--- config.mk ---
export PLATFORM = sky130hd
export DESIGN_NAME = core_input_loader
export DESIGN_NICKNAME = d
export VERILOG_FILES = /design/src/rtl/systola_pkg.sv /design/src/rtl/core_input_loader_row_packer.sv /design/src/rtl/core_input_loader.sv
export SDC_FILE = /design/constraint.sdc
export NUM_CORES = 1
export LEC_CHECK = 0
export ABC_AREA = 0
export ABC_CLOCK_PERIOD_IN_PS = 2600
export CAP_MARGIN = 15
export CELL_PAD_IN_SITES_DETAIL_PLACEMENT = 1
export CELL_PAD_IN_SITES_GLOBAL_PLACEMENT = 2
export CORE_MARGIN = 2
export CORE_UTILIZATION = 25
export DETAILED_ROUTE_END_ITERATION = 8
export HOLD_SLACK_MARGIN = 0.15
export PLACE_DENSITY_LB_ADDON = 0.1
export SLEW_MARGIN = 20
export SYNTH_ARGS = -nofsm -noshare
export SYNTH_HDL_FRONTEND = slang
export SYNTH_SLANG_ARGS = --single-unit
--- constraint.sdc ---
create_clock -name clk -period 2.6 [get_ports clk]
set_input_delay 0.39 -clock clk [delete_from_list [all_inputs] [get_ports clk]]
set_output_delay 0.39 -clock clk [all_outputs]
set_load 0.02 [all_outputs]
--- src/rtl/systola_pkg.sv ---
// systola_pkg: shared lane geometry and loader/controller state encoding
package systola_pkg;
  localparam int SYS_LANES = 8;
  localparam int SYS_DW = 8;
  typedef enum logic [1:0] {FILL_A, FILL_W, ISSUE} state_t;
endpackage

--- src/rtl/core_input_loader_row_packer.sv ---
// row_packer: row register that captures one input beat at beat index k
module row_packer #(
  parameter int LANES = 8,
  parameter int DW = 8,
  parameter int BW = 32,
  parameter int CW = 1
) (
  input  logic          clk,
  input  logic          rst,
  input  logic          en,
  input  logic [CW-1:0] k,
  input  logic [BW-1:0] data,
  output logic [DW-1:0] row [0:LANES-1]
);
  localparam int EPB = BW / DW;
  // each lane takes its element from the beat whose index covers it
  always_ff @(posedge clk)
    for (int l = 0; l < LANES; l++)
      if (rst) row[l] <= '0;
      else if (en && k == CW'(l / EPB)) row[l] <= data[(l % EPB) * DW +: DW];
endmodule

--- src/rtl/core_input_loader.sv ---
// core_input_loader: assembles activation and weight rows from beats and pushes them downstream
module core_input_loader
  import systola_pkg::*;
#(
  parameter int LANES = SYS_LANES,
  parameter int DW = SYS_DW,
  parameter int BW = 32
) (
  input  logic          clk,
  input  logic          rst,
  input  logic [BW-1:0] in_data,
  input  logic          in_valid,
  input  logic          in_sel,
  output logic          in_ready,
  input  logic          ctrl_full,
  output logic [DW-1:0] ainport [0:LANES-1],
  output logic [DW-1:0] winport [0:LANES-1],
  output logic          write,
  output logic [15:0]   rows,
  output logic          sel_err
);
  localparam int BEATS = LANES * DW / BW;
  localparam int CW = BEATS > 1 ? $clog2(BEATS) : 1;
  state_t state, state_n;
  logic [CW-1:0] cnt, cnt_n;
  logic acc, want, hit, last;
  assign in_ready = !rst && state != ISSUE;
  assign write = !rst && state == ISSUE && !ctrl_full;
  assign acc = in_valid && in_ready;
  assign want = state == FILL_W;
  assign hit = acc && in_sel == want;
  assign last = cnt == CW'(BEATS - 1);
  // advance beat index on matching beats; leave ISSUE once the row is pushed
  always_comb begin
    state_n = state;
    cnt_n = cnt;
    if (hit) begin
      cnt_n = last ? '0 : cnt + CW'(1);
      state_n = !last ? state : want ? ISSUE : FILL_W;
    end
    if (write) state_n = FILL_A;
  end
  // state, beat index, row count and sticky type-mismatch flag
  always_ff @(posedge clk)
    if (rst) begin
      state <= FILL_A;
      cnt <= '0;
      rows <= '0;
      sel_err <= 1'b0;
    end else begin
      state <= state_n;
      cnt <= cnt_n;
      if (write) rows <= rows + 16'd1;
      if (acc && in_sel != want) sel_err <= 1'b1;
    end
  row_packer #(.LANES(LANES), .DW(DW), .BW(BW), .CW(CW)) u_a (
    .clk(clk), .rst(rst), .en(hit && !want), .k(cnt), .data(in_data), .row(ainport)
  );
  row_packer #(.LANES(LANES), .DW(DW), .BW(BW), .CW(CW)) u_w (
    .clk(clk), .rst(rst), .en(hit && want), .k(cnt), .data(in_data), .row(winport)
  );
endmodule

==> flow_summary.yaml <==
synthesis:
  avgSynthCellArea_um2: 8.36
  syn_nets: 678
  synth.cell_area_um2: 5350
  synth.ff_latch_count: 148
  synth_cell_types: 30
  synth_cells: 640
  yosysSeqAreaShare_pct: 55.4
  ys_warn_count: 0
sta:
  worst_slew_pin_slew_ns: 0.440
  period_share_pct: 96.4
  report.final.slew_viol_count: 0
  maxSlewHeadroom_pct: 70.5
  finalClockSkew_ns: 0.00763
  fmax_mhz: 399
  setup_viol: 0
  whs_ns: 0.412
  finalHoldViolations: 0
  timing.setup.tns_ns: 0
  rsz0062_at_grt: "no"
  min_period_ns: 2.51
drt:
  drc_errors: 0
  vias: 5007
  vias_per_cell: 4.53
  dr.first_iter.drc_count: 171
  dr.pass1.iters: 4
  drtAntennaViolNets: 0
  wl_per_cell_um: 16.9
  routed_wirelength_mm: 18.7
layout:
  fin_nets: 856
  final_cell_mix: "nand2_1 (200), clkdlybuf4s50_1 (182), dfxtp_1 (148), a21oi_1 (104), nor2_1 (47)"
  post_route_cells_drive_above_1_share_pct: 7.23
  syn_to_final_growth_pct: 53.2
  final_common_cell: "nand2_1"
  diodes: 0
run_status:
  status: "completed"
global_route:
  grt_pass1_wl_mm: 29.1
  first_global_vias: 5229
  grt_antenna_before_repair: 0
  overflow: 0
  grt_start_max_net_pins: 100
  grt_usage_pct: 16.8
critical_path:
  crit_path_max_incr_delay_ns: 0.61
  path_class: "reg -> out"
  crit_chain: "or4b_4 -> inv_1 -> clkdlybuf4s50_1"
  cp.arrival_ns: 2.12
  path_max_fanout: 8
  crit_required_ns: 2.21
  critPathLaunchType: "register"
  worstSetupEndpointType: "primary output"
  crit_path_top_delay_cell: "or4b_4"
clock_tree:
  cts_sinks: 148
  cts-root-buf: "clkbuf_16"
  clock_path_buffers: 2
  cts_tree: "built"
  cts_buffers: 17
  htree_levels: 4
  worstSkewPairLatency_ns: 0.42
  cts_resized: 0
  post-cts-setup-buffers: 0
  clk_pin_slew_ns: 0.06
  postCtsHoldBufs: 0
floorplan:
  dieArea_um2: 22600
  placement_rows: 53
  fp.dieW_um: 150
  io_pins: 184
  start_util_pct: 25.5
  core_area_um2: 21000
  die_h_um: 150
place:
  hpwl_mm: 13.0
  gp_routability_congestion: 0.745
  port_buffers: 183
power_and_ir_drop:
  p_leak_uw: 0.00270
  irDropWorstVdd_mv: 0.402
  power.switching_uw: 1200
  seqPwrFrac_pct: 44.0
  swShare_pct: 22.9
  pwr-share-comb_pct: 5.9
  internal-power_uw: 4050
  cellPowerDensity_nw_per_um2: 641
  clkPwrFrac_pct: 50.1
run:
  maxCapViolCount: 0
hold_path:
  hp-class: "in -> reg"
-- Yosys cell counts, drive strengths merged --
master	count	area, um2
a211oi	1	7.51
a21oi	104	521
a31o	1	8.76
and4	1	8.76
buf	5	31.3
clkbuf	40	150
dfxtp	148	2960
ha	1	12.5
inv	4	15.0
mux2i	32	320
nand2	200	751
nand2b	2	12.5
nand3	5	25.0
nand3b	2	15.0
nand4	4	25.0
nor2	47	176
nor2b	1	6.26
nor3	4	20.0
nor4	6	43.8
o21ai	6	30.0
o22ai	2	12.5
o31ai	1	7.51
or3	8	55.1
or4	2	15.0
or4b	1	13.8
xnor2	9	78.8
xor2	3	26.3
-- path summary, 6_finish.rpt --
path         slack (ns)  depth (start not counted)           to         from
max                0.09                          3        write     state[0]
min                0.41                          4      rows[1]          rst
max reg2reg        0.54                          4     rows[15]     state[0]
min reg2reg        0.46                          2  u_w.row[34]  u_w.row[34]
-- critical path, delay by kind of cell, from the launching register on --
family	cells	cell delay, ns
buffers and inverters	2	0.70
AND/OR/NAND/NOR	1	0.61
flip-flops	1	0.39
-- power by group through the flow --
stage	clock, uW	sequential [uW]	combinational (uW)
final	2630	2310	311
after CTS	2720	2310	313
after global placement	0	2360	306
after floorplan	0	2390	101
after global routing	2810	2310	337
after detailed placement	0	2360	312
-- final cells by class --
class,instances,area (um2)
Multi-Input combinational cell,443,2220
Tap cell,275,344
Fill cell,2434,12800
Sequential cell,148,2960
Inverter,4,15.0
Timing Repair Buffer,204,2030
Clock inverter,14,201
Clock buffer,17,425
-- kinds of logic after synthesis --
group	synth area share [%]
AOI/OAI and AO/OA	11.0
xor gates and xnor gates	1.96
adders and majority gates	0.234
buffers and inverters	3.67
DFF	55.4
muxes	5.99
and+or+nand+nor	21.8
-- routing by layer --
layer | global-route usage [%] | vias up | part of all wire (%)
met3 | 4.61 | 13 | 5.4
met4 | 3.68 | 0 | 1.0
met2 | 28.6 | 112 | 49
met1 | 21.1 | 2428 | 45
met5 | 0 | - | 0
li1 | - | 2454 | -
-- sequential cells by signal, summed over array words and instances, names as in the netlist --
| name | cells |
|---|---|
| u_a.row | 64 |
| u_w.row | 64 |
| rows | 16 |
| state | 2 |
| cnt | 1 |
| sel_err | 1 |
-- through the flow --
step                power [uW]  setup slack [ns]  util, %  std cells  area, um2
CTS                       5340            0.0590     38.9       1104       8170
global placement          2670             0.155     35.9       1073       7540
detailed placement        2670             0.154     35.9       1073       7540
floorplan                 2490             0.556        -        640       5350
global route              5460          0.000444     39.0       1105       8200
finish                    5250            0.0936     39.0       1105       8200
No activity file was read; power rests on OpenSTA's default activity.
